===== src/rtl/ov7670_pixel_capture_pkg.sv =====
// Frame-buffer geometry and capture FSM encodings shared with the image processor.
// Also provides the RGB565 -> RGB332 pack used by the capture and test-pattern paths.
package ov7670_pixel_capture_pkg;

   localparam int SCREEN_WIDTH  = 176;
   localparam int SCREEN_HEIGHT = 144;
   localparam int PIXEL_COUNT   = SCREEN_WIDTH * SCREEN_HEIGHT;
   localparam int PIX_ADDR_W    = 15;

   typedef enum logic [1:0] {
      WAIT_BLANK = 2'd0,
      WAIT_START = 2'd1,
      ACTIVE     = 2'd2
   } cap_state_t;

   typedef enum logic {
      FIRST  = 1'b0,
      SECOND = 1'b1
   } byte_phase_t;

   // hi carries R[4:0],G[5:3]; lo carries G[2:0],B[4:0]
   function automatic logic [7:0] pack_rgb332(input logic [7:0] hi, input logic [7:0] lo);
      return {hi[7:5], hi[2:0], lo[4:3]};
   endfunction

endpackage


===== src/rtl/ov7670_pixel_capture_rgb565_to_rgb332.sv =====
// Combinational pack of an RGB565 byte pair into one RGB332 pixel.
module rgb565_to_rgb332
   import ov7670_pixel_capture_pkg::*;
(
   input  logic [7:0] hi_byte,
   input  logic [7:0] lo_byte,
   output logic [7:0] rgb332
);

   assign rgb332 = pack_rgb332(hi_byte, lo_byte);

endmodule


===== src/rtl/ov7670_pixel_capture.sv =====
// OV7670 byte-stream capture: packs RGB565 pairs to RGB332 and writes them in raster
// order to the frame buffer, with frame-done and per-frame overflow reporting.
module ov7670_pixel_capture
   import ov7670_pixel_capture_pkg::*;
#(
   parameter int WIDTH  = SCREEN_WIDTH,
   parameter int HEIGHT = SCREEN_HEIGHT,
   parameter int ADDR_W = PIX_ADDR_W
) (
   input  logic              CLK,
   input  logic              RESET,
   input  logic [7:0]        CAM_DATA,
   input  logic              CAM_HREF,
   input  logic              CAM_VSYNC,
   output logic [ADDR_W-1:0] W_ADDR,
   output logic [7:0]        W_DATA,
   output logic              W_EN,
   output logic              FRAME_DONE,
   output logic              OVERFLOW
);

   localparam int XW = $clog2(WIDTH + 1);
   localparam int YW = $clog2(HEIGHT + 1);
   localparam logic [XW-1:0]     X_LIMIT   = XW'(WIDTH);
   localparam logic [YW-1:0]     Y_LIMIT   = YW'(HEIGHT);
   localparam logic [ADDR_W-1:0] LINE_STEP = ADDR_W'(WIDTH);

   cap_state_t        state;
   byte_phase_t       phase;
   logic [XW-1:0]     x;
   logic [YW-1:0]     y;
   logic [ADDR_W-1:0] line_base;
   logic [7:0]        hi;
   logic              href_d;
   logic              vsync_d;
   logic [7:0]        pixel;
   logic              vsync_rise;
   logic              vsync_fall;
   logic              href_fall;

   rgb565_to_rgb332 u_pack (
      .hi_byte (hi),
      .lo_byte (CAM_DATA),
      .rgb332  (pixel)
   );

   assign vsync_rise = !vsync_d && CAM_VSYNC;
   assign vsync_fall = vsync_d && !CAM_VSYNC;
   assign href_fall  = href_d && !CAM_HREF;

   always_ff @(posedge CLK) begin
      if (RESET) begin
         state      <= WAIT_BLANK;
         phase      <= FIRST;
         x          <= '0;
         y          <= '0;
         line_base  <= '0;
         hi         <= '0;
         href_d     <= 1'b0;
         vsync_d    <= 1'b0;
         W_ADDR     <= '0;
         W_DATA     <= '0;
         W_EN       <= 1'b0;
         FRAME_DONE <= 1'b0;
         OVERFLOW   <= 1'b0;
      end else begin
         href_d     <= CAM_HREF;
         vsync_d    <= CAM_VSYNC;
         W_EN       <= 1'b0;
         FRAME_DONE <= 1'b0;
         unique case (state)
            WAIT_BLANK: begin
               if (CAM_VSYNC) state <= WAIT_START;
            end
            WAIT_START: begin
               if (vsync_fall) begin
                  state     <= ACTIVE;
                  phase     <= FIRST;
                  x         <= '0;
                  y         <= '0;
                  line_base <= '0;
                  OVERFLOW  <= 1'b0;
               end
            end
            ACTIVE: begin
               // Frame end outranks line end and any byte arriving on the same cycle
               if (vsync_rise) begin
                  FRAME_DONE <= 1'b1;
                  phase      <= FIRST;
                  state      <= WAIT_START;
               end else if (href_fall) begin
                  phase <= FIRST;
                  if (x != '0) begin
                     x <= '0;
                     if (y != Y_LIMIT) begin
                        y         <= y + 1'b1;
                        line_base <= line_base + LINE_STEP;
                     end
                  end
               end else if (CAM_HREF && !CAM_VSYNC) begin
                  if (phase == FIRST) begin
                     hi    <= CAM_DATA;
                     phase <= SECOND;
                  end else begin
                     phase <= FIRST;
                     if (x < X_LIMIT && y < Y_LIMIT) begin
                        W_EN   <= 1'b1;
                        W_DATA <= pixel;
                        W_ADDR <= line_base + ADDR_W'(x);
                        x      <= x + 1'b1;
                     end else begin
                        OVERFLOW <= 1'b1;
                     end
                  end
               end
            end
            default: state <= WAIT_BLANK;
         endcase
      end
   end

endmodule


===== config.mk =====
export PLATFORM = sky130hd
export DESIGN_NAME = ov7670_pixel_capture
export DESIGN_NICKNAME = d
export VERILOG_FILES = /design/src/rtl/ov7670_pixel_capture_pkg.sv /design/src/rtl/ov7670_pixel_capture_rgb565_to_rgb332.sv /design/src/rtl/ov7670_pixel_capture.sv
export SDC_FILE = /design/constraint.sdc
export NUM_CORES = 1
export LEC_CHECK = 0
export BUFFER_PORTS_ARGS = -buffer_cell sky130_fd_sc_hd__buf_4
export CAP_MARGIN = 20
export CORE_MARGIN = 2
export CORE_UTILIZATION = 25
export DETAILED_ROUTE_END_ITERATION = 10
export GPL_TIMING_DRIVEN = 1
export PLACE_DENSITY = 0.5
export SYNTH_ARGS = -nofsm -noshare
export SYNTH_HDL_FRONTEND = slang
export SYNTH_HIERARCHICAL = 1
export SYNTH_SLANG_ARGS = --single-unit

===== constraint.sdc =====
create_clock -name CLK -period 2.7 [get_ports CLK]
set_clock_uncertainty 0.05 [all_clocks]
set_input_delay 0.135 -clock CLK [delete_from_list [all_inputs] [get_ports CLK]]
set_output_delay 0.135 -clock CLK [all_outputs]
set_load 0.05 [all_outputs]

# After elaboration in Yosys (flattened, before gate mapping)
# Cells that the tools add are included.
dict set report totals {
  output_inout_bits 26
  in_bits 12
  elab_cells 100
  ff_bits 70
}
dict set report classes {
  reduce_logical 20
  n_eq_ne 19
  magnitude_cmp 2
  n_addsub 4
  n_mux 37
  n_bitwise 5
}
# op count
set ops {}
lappend ops {{2-to-1 mux 8 bit} 11}
lappend ops {{2-to-1 mux 15 bit} 5}
lappend ops {{one-hot mux 8 bit (2 select lines)} 2}
lappend ops {{one-hot mux 15 bit (2 select lines)} 1}
lappend ops {{!= test 2 bit (second input constant)} 11}
lappend ops {{adder 8 x 1 -> 8 bit (second input constant)} 2}
lappend ops {{< comparator 8 bit (second input constant)} 2}
lappend ops {{adder 15 x 8 -> 15 bit} 1}
lappend ops {{adder 15 x 8 -> 15 bit (second input constant)} 1}
lappend ops {{AND reduction 7 bit} 2}
lappend ops {{2-to-1 mux 1 bit} 12}
lappend ops {{!= test 3 bit (second input constant)} 4}
lappend ops {{AND reduction 6 bit} 2}
lappend ops {{!= test 8 bit (second input constant)} 1}
lappend ops {{nonzero test 8 bit} 1}
lappend ops {{2-to-1 mux 2 bit} 3}
lappend ops {{one-hot mux 2 bit (3 select lines)} 1}
lappend ops {{AND reduction 3 bit} 2}
lappend ops {{OR reduction 6 bit} 1}
lappend ops {{logical AND 1 bit} 5}
lappend ops {{NOT 1 bit} 5}
lappend ops {{AND reduction 5 bit} 1}
lappend ops {{!= test 4 bit (second input constant)} 1}
lappend ops {{one-hot mux 1 bit (2 select lines)} 2}
lappend ops {{other kinds (6)} 8}

# Logic depth before layout (Yosys ltp)
dict set report logic_depth {
  depth_word 8
  mapped_depth 9
}

# Modules after synthesis
# Netlist, hierarchy kept.
# module instances seq_area_each_um2 area_each_um2 cells_per_inst
set modules_own_cells {}
lappend modules_own_cells {ov7670_pixel_capture 1 1321.3 3089.2 360}
lappend modules_own_cells {rgb565_to_rgb332 1 0.0 60.1 8}

# Least setup slack after synthesis
# OpenSTA, ideal clock, no wires.
dict set report synth_path {
  path_kind {flip-flop to flip-flop}
  start {register x[0]}
  end {register line_base[14]}
  n_path_buf 0
  stages_incl_launch_ff 8
  synth_period_minus_slack_ns 1.830
  arrival_ns 1.710
  setup_time_ns 0.071
  slack_ns 0.870
  path_cell_list {dfxtp_1 inv_1 ha_1 nor4b_2 a21oi_2 a31oi_4 or4_1 a21oi_1}
}
dict set report synth_between {
  elab_chain_len 3
}
# element line_no
set synth_rtl {}
lappend synth_rtl {{from (decl)} ov7670_pixel_capture.sv:30} ;# logic [XW-1:0] x;
lappend synth_rtl {{from (signal assigned)} ov7670_pixel_capture.sv:110} ;# x <= x + 1'b1;
lappend synth_rtl {{nonzero test 8 bit} ov7670_pixel_capture.sv:93} ;# if (x != '0) begin
lappend synth_rtl {{!= test 2 bit (no line)} -}
lappend synth_rtl {{AND reduction 6 bit (no line)} -}
lappend synth_rtl {{to (signal assigned)} ov7670_pixel_capture.sv:97} ;# line_base <= line_base + LINE_STEP;
lappend synth_rtl {{to (decl)} ov7670_pixel_capture.sv:32} ;# logic [ADDR_W-1:0] line_base;
# No other way between the ends.
# A chain may end at the register's enable or synchronous reset.

# Worst setup path after layout
dict set report layout_path {
  start {register state[0]}
  end {register line_base[14]}
}
dict set report layout_between {
  elab_chain_len 3
}
# element line_no
set layout_rtl {}
lappend layout_rtl {{from (decl)} ov7670_pixel_capture.sv:28} ;# cap_state_t state;
lappend layout_rtl {{from (signal assigned)} ov7670_pixel_capture.sv:53} ;# state <= WAIT_BLANK;
lappend layout_rtl {{from (signal assigned)} ov7670_pixel_capture.sv:73} ;# if (CAM_VSYNC) state <= WAIT_START;
lappend layout_rtl {{from (signal assigned)} ov7670_pixel_capture.sv:77} ;# state <= ACTIVE;
lappend layout_rtl {{equality test 2 bit / equality test 2 x 1 -> 1 bit (equally long branches)} ov7670_pixel_capture.sv:71} ;# unique case (state)
lappend layout_rtl {{!= test 2 bit (no line) / nonzero test 2 bit (equally long branches)} -}
lappend layout_rtl {{AND reduction 6 bit (no line)} -}
# Parallel ways exist; a longest one is shown, timed or not.

==> results.md <==
* Status: finished clean
* PwrDens at ~710 nW/um2
* Syn Area/Cell at about 8.5 um2
* Clock-pin slew on the worst setup and hold paths at 0.06 ns
* IO Pins at 38
* Initial antenna violation count at 0
* Reg-to-reg slack, setup at about 0.41 ns
* Tcrit/Tclk final at 0.8485
* Total track usage at 0.1096
* Setup TNS at 0 ns
* Clock Sinks at 64
* Crit. End Element: flop
* Cts hold-fix bufs at 10
* Comb pwr share at 0.139
* Peak supply drop at 318.2 uV
* Final Hold Viols at 0
* Total die area at 13230 um2
* Cell count after placement at ~530
* GP Congestion at roughly 0.78
* CTS tree: yes
* Fmax at about 0.44 GHz
* Max-slew violation count at 0
* Die X at 115.0 um
* Crit-path max FO at 33
* Post-DRT Antenna Nets at 0
* Number of global-route vias before repair at between 2k and 2.5k
* Psw at roughly 0.70 mW
* Multi-input gate area at roughly 1600 um2
* CP Launch Type: flop
* Fin nets at roughly 420
* Wire length per cell at ~13 um
* Core area at 12010 um2
* WL final at ~7 mm
* Seq pwr share at 0.360
* Initial core utilization at 0.2566
* Max Cap Viol at 0
* Area Overhead vs Synth at 25.98%
* Remaining Overflow, GRT at 0
* Post-Syn Nets at 386
* CTS Buf Count at 9
* Warnings from Yosys at 6
* Post-synthesis cell area at between 3000 and 4000 um2
* Post-CTS Setup Bufs at 0
* Num rows at 40
* Largest net degree at the start of global routing at 47
* Final Core Density at 0.3232
* Clock Latency Late Sink at 0.33 ns
* Routed vias/inst at about 4.8
* Worst Path Arrival at around 2.5 ns
* Sw Ratio at 0.2542
* Slew Limit Headroom at 0.5128
* Port bufs at 37
* Unrepaired setup endpoints after global routing: no
* Synth Instances at around 360
* DR vias at roughly 2.6k
* Most common cell after layout, fill and taps aside: dfxtp_1
* Clk pwr share at 0.502
* H-Tree Depth at 3
* Most frequent cells in the layout: 64 x dfxtp_1, 44 x a21oi_1, 42 x nand2_1, 40 x buf_4, 28 x nor2_1
* Final setup viols at 0
* Min-Delay Path Class: in2reg
* First drt pass iteration count at 4
* P_int at 2.045 mW
* Drt first-iter violations at a little over 100
* LEAKAGE at ~1.5 nW
* Reg area at approximately 1300 um2
* Ant. Diodes at 0
* Clock tree buffer depth at 2
* Fill cells at ~1.3k
* Layout cells sized above 1 at 0.1683
* First-pass GRT wire length at around 12 mm
* Detailed placement HPWL at around 4.7 mm
* Final std cells w/o fill at about 550
* Worst Tran Pin Value at 0.7308 ns
* Total power at roughly 2.7 mW
* Tmin final at roughly 2.3 ns
* DRC viols at 0
* CP required at just under 3 ns
* Critical path start-end classification: reg2reg
* Post-CTS Resized at 0
* Chip height at 115.0 um
* Clk Tree Root Cell: clkbuf_16
-- final timing paths --
check / startpoint / to / depth (start not counted)
max: state[0] / line_base[14] / 7
min: RESET / state[1] / 2
max reg2reg: state[0] / line_base[14] / 7
min reg2reg: W_DATA[2] / W_DATA[2] / 2
-- sequential cells by signal, summed over array words and instances (netlist names), 2 cells and up --
signal and count:
state 2, hi 6, x 8, y 8
line_base 11, W_DATA 8, W_ADDR 15
-- through the flow --
step | hold WS (ns) | worst slack, ns | area (um2)
2_1_floorplan | 0.2132 | 0.8700 | 3082
5_1_grt | 0.2169 | 0.2292 | 3882
3_3_place_gp | 0.3229 | 0.5076 | 3428
4_1_cts | 0.1993 | 0.4119 | 3882
3_5_place_dp | 0.3297 | 0.4377 | 3428
6_report | 0.1918 | 0.4090 | 3882
-- layout make-up --
cell class                      instances  share of cell area
Sequential cell                        64              0.3300
Timing Repair Buffer                   50              0.1031
Clock buffer                           10             0.06155
Tap cell                              147             0.04737
Multi-Input combinational cell        259              0.4138
Inverter                               15             0.01450
Clock inverter                          6             0.02965
-- power by group through the flow --
stage,Clock (mW),Sequential [mW],Combinational [mW]
floorplan,0,1.01,0.291
global placement,0,1.01,0.364
detailed placement,0,1.01,0.367
CTS,1.41,0.986,0.381
global route,1.45,0.989,0.429
finish,1.38,0.986,0.380
-- critical path, cell delays in order (launching register included) --
cell and delay, ns:
dfxtp_1 0.32, inv_1 0.08, ha_1 0.32, inv_1 0.19, a31oi_4 0.21, a31oi_4 0.31, or4_1 0.60, a21oi_1 0.15
-- routing by layer --
metal / track usage / up-vias / routed length [um]
li1: - / 1354 / -
met4: 0.03213 / 0 / 76
met2: 0.1635 / 52 / 2943
met5: 0 / - / 0
met3: 0.04270 / 9 / 314
met1: 0.1467 / 1204 / 3654
Power figures use the tool's default switching activity.
